==> config.mk <==
export PLATFORM = sky130hd
export DESIGN_NAME = irq_ctrl_nested
export DESIGN_NICKNAME = d
export VERILOG_FILES = /design/src/rtl/irq_pkg.sv /design/src/rtl/irq_prio_enc.sv /design/src/rtl/irq_ctrl_nested.sv
export SDC_FILE = /design/constraint.sdc
export NUM_CORES = 1
export LEC_CHECK = 0
export BUFFER_PORTS_ARGS = -buffer_cell sky130_fd_sc_hd__buf_2
export CORE_UTILIZATION = 35
export CTS_BUF_LIST = sky130_fd_sc_hd__clkbuf_8 sky130_fd_sc_hd__clkbuf_16
export DETAILED_ROUTE_END_ITERATION = 16
export RECOVER_POWER = 25
export SYNTH_ARGS = -nofsm -noshare
export SYNTH_HDL_FRONTEND = slang
export SYNTH_SLANG_ARGS = --single-unit
export TNS_END_PERCENT = 30
==> constraint.sdc <==
create_clock -name clk -period 2.43 [get_ports clk]
set_input_delay 0 -clock clk [delete_from_list [all_inputs] [get_ports clk]]
set_output_delay 0 -clock clk [all_outputs]
set_load 0.03 [all_outputs]
==> src/rtl/irq_pkg.sv <==
// Shared definitions for the nested interrupt controller.
//   id_width() : index width for a given channel count (minimum 1 bit)
//   irq_mode_e : per-channel trigger mode encoding
//   vec_calc() : handler address = base + id * stride (caller truncates)
package irq_pkg;

  typedef enum logic {
    MODE_LEVEL = 1'b0,
    MODE_EDGE  = 1'b1
  } irq_mode_e;

  function automatic int unsigned id_width(input int unsigned n);
    return (n > 1) ? $clog2(n) : 1;
  endfunction

  function automatic logic [31:0] vec_calc(input logic [31:0] base,
                                           input logic [31:0] stride,
                                           input logic [31:0] id);
    return base + id * stride;
  endfunction

endpackage

==> src/rtl/irq_prio_enc.sv <==
// Lowest-index-wins priority encoder.
//   req_i   : request vector, bit 0 has the highest priority
//   valid_o : at least one request bit is set
//   idx_o   : index of the lowest set bit (0 when none)
module irq_prio_enc
  import irq_pkg::*;
#(
  parameter int unsigned N_IRQ = 8
) (
  input  logic [N_IRQ-1:0]           req_i,
  output logic                       valid_o,
  output logic [id_width(N_IRQ)-1:0] idx_o
);

  localparam int unsigned ID_W = id_width(N_IRQ);

  always_comb begin
    valid_o = 1'b0;
    idx_o   = '0;
    for (int unsigned i = 0; i < N_IRQ; i++) begin
      if (req_i[i] && !valid_o) begin
        valid_o = 1'b1;
        idx_o   = ID_W'(i);
      end
    end
  end

endmodule

==> src/rtl/irq_ctrl_nested.sv <==
// Nested, fixed-priority interrupt controller with a bounded ISR stack.
//   clk, reset      : clock (rising edge), asynchronous active-low reset
//   irq             : raw asynchronous interrupt lines
//   irq_mode        : per channel, 1 = rising edge, 0 = level high
//   irq_en, glb_en  : per-channel and global enables
//   take, reti      : strobes from the control unit
//   irq_req/id/vec  : registered request, winning channel, handler address
//   in_isr, cur_id  : ISR active flag, innermost active channel
//   depth           : current nesting level
//   pending         : pending register
//   reti_err        : sticky flag for reti at depth 0
module irq_ctrl_nested
  import irq_pkg::*;
#(
  parameter int unsigned N_IRQ      = 8,
  parameter int unsigned ADDR_W     = 10,
  parameter int unsigned VEC_BASE   = 'h3C0,
  parameter int unsigned VEC_STRIDE = 4,
  parameter int unsigned NEST_DEPTH = 4
) (
  input  logic                              clk,
  input  logic                              reset,
  input  logic [N_IRQ-1:0]                  irq,
  input  logic [N_IRQ-1:0]                  irq_mode,
  input  logic [N_IRQ-1:0]                  irq_en,
  input  logic                              glb_en,
  input  logic                              take,
  input  logic                              reti,
  output logic                              irq_req,
  output logic [id_width(N_IRQ)-1:0]        irq_id,
  output logic [ADDR_W-1:0]                 irq_vec,
  output logic                              in_isr,
  output logic [id_width(N_IRQ)-1:0]        cur_id,
  output logic [$clog2(NEST_DEPTH+1)-1:0]   depth,
  output logic [N_IRQ-1:0]                  pending,
  output logic                              reti_err
);

  localparam int unsigned ID_W  = id_width(N_IRQ);
  localparam int unsigned DEP_W = $clog2(NEST_DEPTH + 1);

  logic [N_IRQ-1:0]  sync1_q, sync2_q, prev_q;
  logic [N_IRQ-1:0]  pend_q, pend_d, clr;
  logic [ID_W-1:0]   stack_q [NEST_DEPTH];
  logic [ID_W-1:0]   stack_d [NEST_DEPTH];
  logic [ID_W-1:0]   cur_id_q, cur_id_d, pop_val;
  logic [DEP_W-1:0]  depth_q, depth_d;
  logic              req_q, req_d;
  logic [ID_W-1:0]   id_q, id_d;
  logic [ADDR_W-1:0] vec_q, vec_d;
  logic              err_q, err_d;
  logic              take_ok, pop_ok;
  logic [N_IRQ-1:0]  elig;
  logic              win_valid;
  logic [ID_W-1:0]   win_idx;

  assign take_ok = take & req_q;
  assign pop_ok  = reti & (depth_q != '0);

  // Level channels load sync1 so pending tracks sync2 in the same cycle.
  always_comb begin
    for (int unsigned i = 0; i < N_IRQ; i++) begin
      clr[i] = take_ok && (id_q == ID_W'(i));
      if (irq_mode[i] == MODE_EDGE)
        pend_d[i] = (sync2_q[i] & ~prev_q[i]) | (pend_q[i] & ~clr[i]);
      else
        pend_d[i] = sync1_q[i];
    end
  end

  assign elig = pend_q & irq_en & {N_IRQ{glb_en}};

  irq_prio_enc #(.N_IRQ(N_IRQ)) u_prio (
    .req_i   (elig),
    .valid_o (win_valid),
    .idx_o   (win_idx)
  );

  always_comb begin
    req_d = win_valid && ((depth_q == '0) || (win_idx < cur_id_q)) &&
            (depth_q < DEP_W'(NEST_DEPTH)) && !take;
    id_d  = req_d ? win_idx : '0;
    vec_d = req_d ? ADDR_W'(vec_calc(VEC_BASE, VEC_STRIDE, 32'(win_idx))) : '0;
  end

  // take+reti together replaces the innermost ISR without touching the stack.
  always_comb begin
    stack_d  = stack_q;
    cur_id_d = cur_id_q;
    depth_d  = depth_q;
    err_d    = err_q | (reti & (depth_q == '0));
    pop_val  = '0;
    for (int unsigned i = 0; i < NEST_DEPTH; i++)
      if (depth_q == DEP_W'(i + 1)) pop_val = stack_q[i];
    if (take_ok && pop_ok) begin
      cur_id_d = id_q;
    end else if (take_ok) begin
      for (int unsigned i = 0; i < NEST_DEPTH; i++)
        if (depth_q == DEP_W'(i)) stack_d[i] = cur_id_q;
      cur_id_d = id_q;
      depth_d  = depth_q + DEP_W'(1);
    end else if (pop_ok) begin
      cur_id_d = pop_val;
      depth_d  = depth_q - DEP_W'(1);
    end
  end

  always_ff @(posedge clk or negedge reset) begin
    if (!reset) begin
      sync1_q  <= '0;
      sync2_q  <= '0;
      prev_q   <= '0;
      pend_q   <= '0;
      stack_q  <= '{default: '0};
      cur_id_q <= '0;
      depth_q  <= '0;
      req_q    <= 1'b0;
      id_q     <= '0;
      vec_q    <= '0;
      err_q    <= 1'b0;
    end else begin
      sync1_q  <= irq;
      sync2_q  <= sync1_q;
      prev_q   <= sync2_q;
      pend_q   <= pend_d;
      stack_q  <= stack_d;
      cur_id_q <= cur_id_d;
      depth_q  <= depth_d;
      req_q    <= req_d;
      id_q     <= id_d;
      vec_q    <= vec_d;
      err_q    <= err_d;
    end
  end

  assign irq_req  = req_q;
  assign irq_id   = id_q;
  assign irq_vec  = vec_q;
  assign in_isr   = (depth_q != '0);
  assign cur_id   = cur_id_q;
  assign depth    = depth_q;
  assign pending  = pend_q;
  assign reti_err = err_q;

endmodule

* After elaboration in Yosys (flattened, before gate mapping)
Cells that the tools add are included. Widths: inputs -> output; s select.
Storage, ports and cells: register bits 65, output and inout port bits 30, word-level logic and storage cells 149
Operators by class: $add $sub $neg 3, $lt $le $gt $ge 2, equality and inequality tests 11, muxes and demuxes 34, bitwise operators 47, reductions and logical operators 38
Operators with widths (count):
- $mux 3 | 14
- $and 1x1->1 | 19
- $logic_and 1x1->1 | 19
- $mux 1 | 17
- $not 1->1 | 17
- $and 8x8->8 | 2
- $eq 3x3->1 const B | 5
- $eq 3x2->1 const B | 4
- $reduce_and 3->1 | 4
- $add 10x5->10 const A | 1
- $mux 10 | 1
- $or 1x1->1 | 9
- $logic_not 1->1 | 8
- $eq 3x1->1 const B | 2
- $logic_not 3->1 | 2
- $reduce_bool 3->1 | 2
- $mux 2 | 2
- $add 3x1->3 const B | 1
- $lt 3x3->1 | 1
- $lt 3x3->1 const B | 1
- $sub 3x1->3 const B | 1
- $reduce_and 2->1 | 1
- $reduce_bool 2->1 | 1
- $logic_or 1x1->1 | 1

* Longest topological paths before layout
Gate-level depths: netlist of run 1.
depth in word-level cells 30, depth in mapped cells 11, depth with buffers taken out 11

* Hierarchy
Synthesis of run 1 repeated with hierarchy kept, for this count alone.
Second synthesis, totals: cell total of the unflattened synthesis 221, area total of the unflattened synthesis 2499.9 sq um
By module, submodules not included:
- irq_ctrl_nested | times used 1, cells an instance 207, area each 2416.1 sq um, seq. area each 1376.3 sq um
- irq_prio_enc | times used 1, cells an instance 14, area each 83.8 sq um, seq. area each 0.0 sq um

* Worst setup path before layout of run 1
OpenSTA, ideal clock, no wires.
path type reg-to-reg, start point register depth_q[0] (netlist: depth[0]), end point register depth_q[2] (netlist: depth[2]), arrival 2228 ps, path slack 81 ps, cell stages (with the launch flop) 9, path buffers 0, clock period less this slack 2349 ps, cells stage by stage dfrtp_1 > inv_1 > ha_1 > and2b_2 > inv_1 > nand2_1 > ha_1 > o21ai_0 > a22o_2
Between the ends: longest elaborated chain between the ends 5, elaborated cells on any way between the ends 10, those cells by class add/sub (2); mux (2); bitwise (2); reduce/logical (4)
RTL lines:
- from (decl) | line irq_ctrl_nested.sv:47 | logic [DEP_W-1:0] depth_q, depth_d;
- from (signal assigned) | line irq_ctrl_nested.sv:128 | depth_q <= depth_d;
- $reduce_bool 3->1 (*)
- named net in_isr | line irq_ctrl_nested.sv:32 | output logic in_isr,
- $and 1x1->1 (*) | line irq_ctrl_nested.sv:58 | assign pop_ok = reti & (depth_q != '0);
- $logic_and 1x1->1 | line irq_ctrl_nested.sv:95 | if (take_ok && pop_ok) begin
- $not 1->1 (no line)
- $reduce_and 2->1 (no line) (*)
Mark *: on every way through the listed nets, which the timed path passes. The rest lies on a longest branch. The select of a mux whose other input is x is not followed. A chain may end at the register's enable or synchronous reset.

* Final worst setup path of run 1
start point register pend_q[2] (netlist: pending[2]), end point register id_q[1] (netlist: irq_id[1])
Between the ends: longest elaborated chain between the ends 25, elaborated cells on any way between the ends 31, those cells by class order compare (1); mux (13); bitwise (2); reduce/logical (15)
RTL lines:
- from (decl) | line irq_ctrl_nested.sv:43 | logic [N_IRQ-1:0] pend_q, pend_d, clr;
- from (signal assigned) | line irq_ctrl_nested.sv:125 | pend_q <= pend_d;
- $and 8x8->8 (*) (2 in a row) | line irq_ctrl_nested.sv:71 | assign elig = pend_q & irq_en & {N_IRQ{glb_en}};
- $logic_and 1x1->1 (*) | line irq_prio_enc.sv:21 | if (req_i[i] && !valid_o) begin
- $mux 1 | line irq_prio_enc.sv:21
- $logic_not 1->1 | line irq_prio_enc.sv:21
- $logic_and 1x1->1 | line irq_prio_enc.sv:21
- $mux 1 | line irq_prio_enc.sv:21
- $logic_not 1->1 | line irq_prio_enc.sv:21
- $logic_and 1x1->1 | line irq_prio_enc.sv:21
- (+8 left out)
- $logic_and 1x1->1 | line irq_prio_enc.sv:21
- $mux 3 | line irq_prio_enc.sv:21
- $lt 3x3->1 | line irq_ctrl_nested.sv:80 | req_d = win_valid && ((depth_q == '0) || (win_idx < cur_id_q)) &&
- $logic_or 1x1->1 | line irq_ctrl_nested.sv:80
- $logic_and 1x1->1 (2 in a row) | line irq_ctrl_nested.sv:80
- $logic_and 1x1->1 | line irq_ctrl_nested.sv:81 | (depth_q < DEP_W'(NEST_DEPTH)) && !take;
- $mux 3 (*) | line irq_ctrl_nested.sv:82 | id_d = req_d ? win_idx : '0;
- named net id_d[1] | line irq_ctrl_nested.sv:49 | logic [ID_W-1:0] id_q, id_d;
- to (signal assigned) | line irq_ctrl_nested.sv:130 | id_q <= id_d;
- to (decl) | line irq_ctrl_nested.sv:49
Mark *: on every way through the listed nets, which the timed path passes. The rest lies on a longest branch.

==> metrics, run 1 <==
Die H=86.3 um; GRT Overall Usage=15.7%; Seq/Total Area, Yosys=55.3%; Net Sw Power=0.00110 W; top cells by area, synth=dfrtp_1, ha_1, nand2_1, o21ai_0, a21oi_1; post-DR wirelength/cell=13.4 um; Max VDD drop=0.311 mV; full die area=0.00746 mm2; diode count=0; post-synthesis compound-gate area fraction=17.6%; Sw Ratio=40.1%; Pleak=1.41 nW; status=finished clean; Max Slew Vio Count=0; fin nets=351; RSZ-0062 raised after global routing=no; register area=0.00138 mm2; clock buffer depth=2; share of cells above drive strength 1=20.2%; syn avg cell area=10.5 um2; synth cell count leaders=dfrtp_1, nand2_1, o21ai_0; hold depth=5; initial antenna violation count=0; Post-synth ARST share=100%; TritonCTS clock tree=built; crit path max fanout=4; Post-synth EDFFs=0; PD cells=892 mW/mm2; Final Critical Period=2220 ps; # Post-CTS Setup Buffers=0; # IOs=59; combinational power share=38.2%; area delta synth->final=24.1%; Sink Count=55; DP Cell Count=382; number of buffers created by CTS=5; largest family of logic cells by synthesized area=compound AO/OA/AOI/OAI gates; Post-Syn Area=0.00249 mm2; Synth Register Bits=55; cell-internal power=0.00165 W; final setup vio count=0; post-synthesis xor/xnor area fraction=0.704%; area share of the largest cell type after synthesis=55.3%; Worst EP required=2670 ps; Yosys warnings=0; crit path capture type=register; port buffer count=55; Starting DRT DRC Count=69; setup tns final=0 ps; Die X=86.3 um; Post-synth top flop=dfrtp_1; min-delay src=take; simple-gate share of the synthesized area=16.0%; share of power burned in registers=43.9%; Post-DRT Antenna Nets=0; R2R Setup Slk=210 ps; post-synthesis adder-cell area fraction=5.53%; H-tree depth=2; vias in the first global route=1848; Hold Crit Class=in2reg; clock share of power=17.9%; Reg-to-Reg End=irq_id[1]$_DFF_PN0_; max-cap viol count=0; GP Congestion=0.810; Max Freq=0.450 GHz; total gr overflow=0; Root Driver=clkbuf_8; filler instances=682; post-detailed-routing wire length=5.48 mm; Final Hold Fails=0; Crit Path Class=reg2reg; core box area=0.00683 mm2; Post-Layout Cell Count=408; Hold Path Sink=irq_vec[8]$_DFF_PN0_; Vias per Instance=4.68; Worst EP arrival=2460 ps; area occupied by multi-input gates=0.00100 mm2; Rel. slew slack=33.0%; number of remaining DRC errors=0; startpoint types=register; Initial Utilization=36.4%; drt first pass iters=4; worst-margin pin slew=1010 ps; Skew-Pair Late Insertion Delay=310 ps; Max Clock Skew=5.76 ps; vias post-DR=1910; R2R Path Start=pending[2]$_DFF_PN0_; reg2reg path depth=7; cells after synthesis=237; mux share of post-synthesis cell area=0%; clk slew on worst S/H paths=100 ps; row cnt=30; post-synth cell types=43; area leader, netlist=dfrtp_1; Final period util=91.5%; Power Total=0.00275 W; most common cell in the netlist=dfrtp_1; largest net degree at the start of global routing=47; Post-DP HPWL=3.99 mm; first-pass GRT wire length=8.87 mm
==> state kept, by name (all words and copies together), names as in the netlist <==
signal and count:
cur_id 3, depth 3, irq_id 2, irq_vec 2
pending 8, prev_q 8, reti_err 1, stack_q 12
sync1_q 8, sync2_q 8
==> per-layer routing <==
layer / share of wire [%] / routed length, um / up-vias / GRT usage [%]
met5: 0 / 0 / - / 0
met4: 1.0 / 56 / 0 / 4.09
met3: 5.0 / 274 / 8 / 3.52
met2: 45 / 2480 / 60 / 24.7
met1: 49 / 2670 / 882 / 21.9
li1: - / - / 960 / -
==> placed cells by master, fill, tap and decap left out, types with 2 or more instances in the layout <==
cell type,Yosys,final
clkbuf_8,0,5
o31ai_1,3,3
nand4_1,3,3
a31oi_1,4,4
a221o_1,3,3
a22oi_2,2,2
nor2_1,14,14
dfrtp_1,55,55
dlygate4sd3_1,0,18
a21oi_1,16,16
inv_1,9,10
a22oi_1,3,3
nand3_1,8,8
nand2b_1,3,3
clkbuf_1,1,10
and2_1,3,3
nor2b_1,12,12
ha_1,11,11
nand2_1,34,34
buf_4,10,3
conb_1,1,3
buf_2,0,45
o21ai_1,2,2
o21ai_0,17,17
a21o_1,2,2
==> layout make-up <==
cell class	count	area share (%)
sequential	55	44.6
multi-input combinational	163	32.5
timing repair buffer	76	15.1
tap	96	3.89
inverter	10	1.22
clock buffer	5	2.23
clock inverter	3	0.527
==> kinds of logic (layout without fill, tap and decap cells) <==
group / count (synthesis) / in the layout
AND/OR/NAND/NOR: 83 / 83
AO/OA/AOI/OAI: 64 / 64
flip-flops: 55 / 55
buffers and inverters: 21 / 94
adder cells (fa/ha/maj): 11 / 11
XOR/XNOR: 2 / 2
other: 1 / 3
==> power by group through the flow <==
stage               logic, W  clock network, W  registers, W
global placement     0.00103                 0       0.00122
CTS                  0.00107          0.000513       0.00121
finish               0.00105          0.000493       0.00121
detailed placement   0.00104                 0       0.00123
floorplan           0.000637                 0       0.00133
global route         0.00116          0.000547       0.00123
==> worst max-delay path, cell delays in order, from the launching register on <==
cell and delay, ps:
dfrtp_1 430, a22oi_2 320, nor3b_1 330, and2_1 190, ha_1 240, a211oi_1 380
nand4_1 160, o22ai_2 100
==> metrics by stage <==
step                worst slack, ps  util (%)  cell area, um2  hold WS [ps]
finish                          208      45.2            3090           148
global route                   3.25      45.2            3090           175
CTS                             200      45.4            3100           143
detailed placement              261      41.5            2840           109
global placement                305      41.5            2840           107
floorplan                      81.1         -            2500          -296
==> what timing repair did <==
action                                  in CTS  in global routing
gates resized for setup                      0                  0
endpoints found under the setup margin       0                  0
hold endpoints to repair                    62                  0
hold buffers                                18                  0
==> worst max-delay path by stage <==
stage                     cells after the start  slack, ps                 start              endpoint
after floorplan                               8         80  depth[0]$_DFFE_PN0P_  depth[2]$_DFFE_PN0P_
after detailed placement                      7        260  pending[2]$_DFF_PN0_  irq_vec[4]$_DFF_PN0_
after global routing                          7          3  pending[2]$_DFF_PN0_   irq_id[1]$_DFF_PN0_
after global placement                        7        300  pending[2]$_DFF_PN0_  irq_vec[4]$_DFF_PN0_
final                                         7        210  pending[2]$_DFF_PN0_   irq_id[1]$_DFF_PN0_
after CTS                                     7        200  pending[2]$_DFF_PN0_   irq_id[1]$_DFF_PN0_
Note: power is estimated with default switching activity, not from simulation.
==> run 2: changes to the inputs <==
--- a/config.mk
+++ b/config.mk
@@ -6,9 +6,12 @@
 export NUM_CORES = 1
 export LEC_CHECK = 0
 export BUFFER_PORTS_ARGS = -buffer_cell sky130_fd_sc_hd__buf_2
-export CORE_UTILIZATION = 35
+export CELL_PAD_IN_SITES_DETAIL_PLACEMENT = 1
+export CELL_PAD_IN_SITES_GLOBAL_PLACEMENT = 2
+export CORE_UTILIZATION = 33
 export CTS_BUF_LIST = sky130_fd_sc_hd__clkbuf_8 sky130_fd_sc_hd__clkbuf_16
 export DETAILED_ROUTE_END_ITERATION = 16
+export PLACE_DENSITY_LB_ADDON = 0.1
 export RECOVER_POWER = 25
 export SYNTH_ARGS = -nofsm -noshare
 export SYNTH_HDL_FRONTEND = slang
==> run 2 against run 1 <==
Net effect:
- combinational power barely moved
- largest power group unchanged
- worst setup slack improved by 42 ps
- hold slack lost 15 ps
- sequential power about the same
- routed wire length is 12% higher
- critical endpoint unchanged
- sequential cell count unchanged
- register-to-register slack better by 40 ps
==> metrics, run 2 (synthesis gave the netlist of run 1 again) <==
status=finished clean; most common cell after layout, fill and taps aside=dfrtp_1; row cnt=31; GP Congestion=0.749; max reg flops=12; Max Freq=0.459 GHz; drt first pass iters=4; port buffer count=55; Critical-path top delay cell=dfrtp_1; min-delay src=take; area delta synth->final=25.0%; clock buffer depth=2; Final Critical Period=2180 ps; diode count=0; Pleak=1.42 nW; crit path capture type=register; Worst path max stage delay=420 ps; crit path max fanout=4; Vias per Instance=4.78; number of remaining DRC errors=0; Worst EP arrival=2420 ps; post-detailed-routing wire length=6.12 mm; Skew-Pair Late Insertion Delay=320 ps; Die X=88.9 um; clk slew on worst S/H paths=100 ps; Post-DRT Antenna Nets=0; initial antenna violation count=0; Initial Utilization=34.1%; setup tns final=0 ps; Most flops, register=stack_q; Rel. slew slack=8.29%; full die area=0.00790 mm2; Hold Crit Class=in2reg; GRT Overall Usage=17.2%; Crit Path Class=reg2reg; reg2reg path depth=9; PD cells=909 mW/mm2; Root Driver=clkbuf_8; worst-margin pin slew=1380 ps; final setup vio count=0; most used cell, CP=nand2_1; post-DR wirelength/cell=14.9 um; max-cap viol count=0; final core utilization=42.7%; # IOs=59; Max Clock Skew=9.93 ps; Post-DP HPWL=4.51 mm; first-pass GRT wire length=10.0 mm; worst path cell trace=a22oi_1 > o21ai_0 > nand2_1 > inv_1 > ha_1 > o21a_1 > o21bai_1 > nand2_1 > o22ai_2; Sink Count=55; R2R Path Start=pending[6]$_DFF_PN0_; largest net degree at the start of global routing=56; Starting DRT DRC Count=55; Max VDD drop=0.256 mV; number of buffers created by CTS=5; H-tree depth=2; Max Slew Vio Count=0; Hold Path Sink=irq_vec[8]$_DFF_PN0_; Die H=88.9 um; Final period util=89.7%; Reg-to-Reg End=irq_id[1]$_DFF_PN0_; startpoint types=register; total gr overflow=0; share of cells above drive strength 1=21.8%; Final Hold Fails=0; core box area=0.00729 mm2; TritonCTS clock tree=built; hold depth=5; most frequent cells in the layout=dfrtp_1, buf_2, nand2_1, dlygate4sd3_1, o21ai_0; fin nets=351; vias in the first global route=2018; R2R Setup Slk=250 ps; Worst EP required=2670 ps; RSZ-0062 raised after global routing=no; vias post-DR=1966
[run 2: cell types whose count changed in the layout (fill, tap and decap cells not counted), sizes merged]
cell	delta
buf	+1
clkbuf	-1
clkinvlp	-1
inv	+1
[run 2: repair_timing]
item	CTS	global route
setup endpoints to repair	0	3
setup buffers	0	0
endpoints found under the hold margin	72	0
hold buffers	18	0
gates resized for setup	0	2
[run 2: cell type report]
class,instances,area (um2)
clock buffer,5,68.8
clock inverter,3,26.3
fill,866,4180
inverter,10,37.5
multi-input combinational,163,1010
sequential,55,1380
tap,99,124
timing repair buffer,76,465
[run 2: routing by layer]
metal | track usage (%) | vias up | routed length [um]
met5 | 0 | - | 0
met3 | 3.64 | 8 | 180
met4 | 5.43 | 0 | 97
met2 | 29.0 | 40 | 2990
li1 | - | 955 | -
met1 | 22.0 | 963 | 2860
[run 2: worst max-delay path: cells and delay by family (launching register included)]
kind,cells,cell delay (ps)
flops,1,420
buf+inv,1,60
fa+ha+maj,1,260
compound gates,5,1080
simple gates,2,300
[run 2: worst max-delay path by stage]
stage	start	endpoint
4_1_cts	pending[2]$_DFF_PN0_	irq_id[1]$_DFF_PN0_
5_1_grt	pending[6]$_DFF_PN0_	irq_id[1]$_DFF_PN0_
2_1_floorplan	depth[0]$_DFFE_PN0P_	depth[2]$_DFFE_PN0P_
3_3_place_gp	pending[2]$_DFF_PN0_	irq_vec[4]$_DFF_PN0_
3_5_place_dp	pending[2]$_DFF_PN0_	irq_id[1]$_DFF_PN0_
6_report	pending[6]$_DFF_PN0_	irq_id[1]$_DFF_PN0_
[run 2: power by group]
part	internal [W]	total [W]	switching, W
combinational	0.000385	0.00108	0.000695
clock	0.000213	0.000536	0.000323
sequential	0.00107	0.00121	0.000141
total	0.00167	0.00283	0.00116
[run 2: stage by stage]
stage,total power (W),setup WS [ps],hold WS [ps],area (um2),std cells
5_1_grt,0.00306,1.80,150,3110,411
2_1_floorplan,0.00197,81.1,-296,2500,239
6_report,0.00283,250,133,3110,411
4_1_cts,0.00288,121,119,3120,411
3_5_place_dp,0.00231,174,110,2840,385
3_3_place_gp,0.00229,251,108,2840,385
==> run 3: changes to the inputs <==
--- a/config.mk
+++ b/config.mk
@@ -5,7 +5,7 @@
 export SDC_FILE = /design/constraint.sdc
 export NUM_CORES = 1
 export LEC_CHECK = 0
-export BUFFER_PORTS_ARGS = -buffer_cell sky130_fd_sc_hd__buf_2
+export BUFFER_PORTS_ARGS = -buffer_cell sky130_fd_sc_hd__buf_4
 export CELL_PAD_IN_SITES_DETAIL_PLACEMENT = 1
 export CELL_PAD_IN_SITES_GLOBAL_PLACEMENT = 2
 export CORE_UTILIZATION = 33
==> run 3 against run 2 <==
Net effect:
- worst setup slack lost 18 ps
- register-to-register slack got worse by 20 ps
- design area is 4.3% higher
- largest power group unchanged
- routed wire length is 0.36% lower
==> metrics, run 3 (synthesis gave the netlist of run 1 again) <==
core box area=0.00729 mm2; TritonCTS clock tree=built; number of buffers created by CTS=5; Worst EP required=2660 ps; Vias per Instance=4.73; fin nets=350; share of cells above drive strength 1=23.8%; most frequent cells in the layout=dfrtp_1, buf_4, nand2_1, dlygate4sd3_1, o21ai_0; Root Driver=clkbuf_8; crit path capture type=register; Final period util=90.5%; crit path launch=pending[2]$_DFF_PN0_; Post-DRT Antenna Nets=0; Hold Crit Class=in2reg; worst-margin pin slew=1320 ps; reg2reg path depth=7; R2R Setup Slk=230 ps; H-tree depth=2; post-DR wirelength/cell=14.9 um; setup tns final=0 ps; Final Hold Fails=0; total gr overflow=0; Pleak=1.47 nW; final setup vio count=0; Max Slew Vio Count=0; hold depth=5; area delta synth->final=30.4%; row cnt=31; Sink Count=55; Rel. slew slack=11.8%; Die X=88.9 um; post-detailed-routing wire length=6.10 mm; status=finished clean; Hold Path Sink=irq_vec[8]$_DFF_PN0_; clock buffer depth=2; initial antenna violation count=0; Post-DP HPWL=4.53 mm; PD cells=894 mW/mm2; startpoint types=register; diode count=0; Max Freq=0.455 GHz; Initial Utilization=34.1%; Skew-Pair Late Insertion Delay=310 ps; Die H=88.9 um; met3 usage=3.26%; worst setup margin=231 ps; GP Congestion=0.732; dpl ws=208 ps; # IOs=59; GRT Overall Usage=17.1%; Most flops, register=stack_q; vias post-DR=1941; RSZ-0062 raised after global routing=no; # Post-CTS Setup Buffers=0; number of remaining DRC errors=0; met2 Track Usage GR=30.1%; area occupied by multi-input gates=0.00101 mm2; max-cap viol count=0; max reg flops=12; R2R Path Start=pending[2]$_DFF_PN0_; largest net degree at the start of global routing=56; first-pass GRT wire length=10.0 mm; Crit Path Class=reg2reg; met1 usage=21.7%; min-delay src=take; Post-Layout Cell Count=410; port buffer count=55; Final Critical Period=2200 ps; register area=0.00138 mm2; busiest grt layer=met2; drt first pass iters=4; Reg-to-Reg End=irq_vec[4]$_DFF_PN0_; Starting DRT DRC Count=57; Max VDD drop=0.262 mV; clk slew on worst S/H paths=100 ps; Max Clock Skew=7.77 ps; crit path max fanout=4; vias in the first global route=2058; filler instances=864; DP Cell Count=384; Worst EP arrival=2430 ps; full die area=0.00790 mm2; most common cell after layout, fill and taps aside=dfrtp_1
run 3: cell count changes in the layout (fill, tap and decap cells not counted):
cell,delta
buf_2,-47
buf_4,+46
clkbuf_1,-8
clkbuf_4,+8
clkinv_4,-1
clkinvlp_4,+2
inv_6,-1
nor3b_1,+1
nor3b_2,-1
run 3: where the power goes:
part           leakage (nW)  switching (W)  internal, W
Clock                0.0408       0.000310     0.000207
Combinational         0.758       0.000702     0.000459
Sequential            0.666       0.000149      0.00107
run 3: metal layers:
metal,share of wire (%),wire [um],vias up
met2,50,3040,39
met5,0,0,-
met1,47,2850,944
met4,0.61,37,0
li1,-,-,956
met3,2.8,173,2
run 3: how the worst max path moves through the flow:
| stage | cells after the start | slack (ps) | end |
|---|---|---|---|
| after CTS | 7 | 150 | irq_vec[4]$_DFF_PN0_ |
| after floorplan | 8 | 80 | depth[2]$_DFFE_PN0P_ |
| after detailed placement | 7 | 210 | irq_vec[4]$_DFF_PN0_ |
| after global placement | 7 | 240 | irq_vec[4]$_DFF_PN0_ |
| final | 7 | 230 | irq_vec[4]$_DFF_PN0_ |
| after global routing | 7 | 70 | irq_vec[4]$_DFF_PN0_ |
run 3: per-stage QoR:
step | utilization [%] | power, W | hold slack, ps | cell area [um2]
after CTS | 44.5 | 0.00294 | 106 | 3240
after detailed placement | 40.7 | 0.00239 | 104 | 2970
after global routing | 44.5 | 0.00312 | 126 | 3250
after floorplan | - | 0.00197 | -296 | 2500
after global placement | 40.7 | 0.00237 | 101 | 2970
final | 44.5 | 0.00290 | 114 | 3250
run 3: worst max-delay path, cell delays in order (launching register included):
cell and delay [ps]:
dfrtp_1 430, a22oi_2 310, nor3b_1 380, and2_1 180
ha_1 240, a211oi_2 310, nand4_1 140, o21ai_1 130
run 3: cell type report:
cell class	instances	share of cell area [%]
Sequential cell	55	42.4
Inverter	10	1.16
Timing Repair Buffer	75	18.7
Tap cell	99	3.82
Multi-Input combinational cell	163	31.1
Clock inverter	3	0.732
Clock buffer	5	2.12
run 3: what timing repair did:
item,4_1_cts,5_1_grt
hold endpoints to repair,72,0
resized for setup,0,1
endpoints found under the setup margin,0,3
hold buffers,18,0
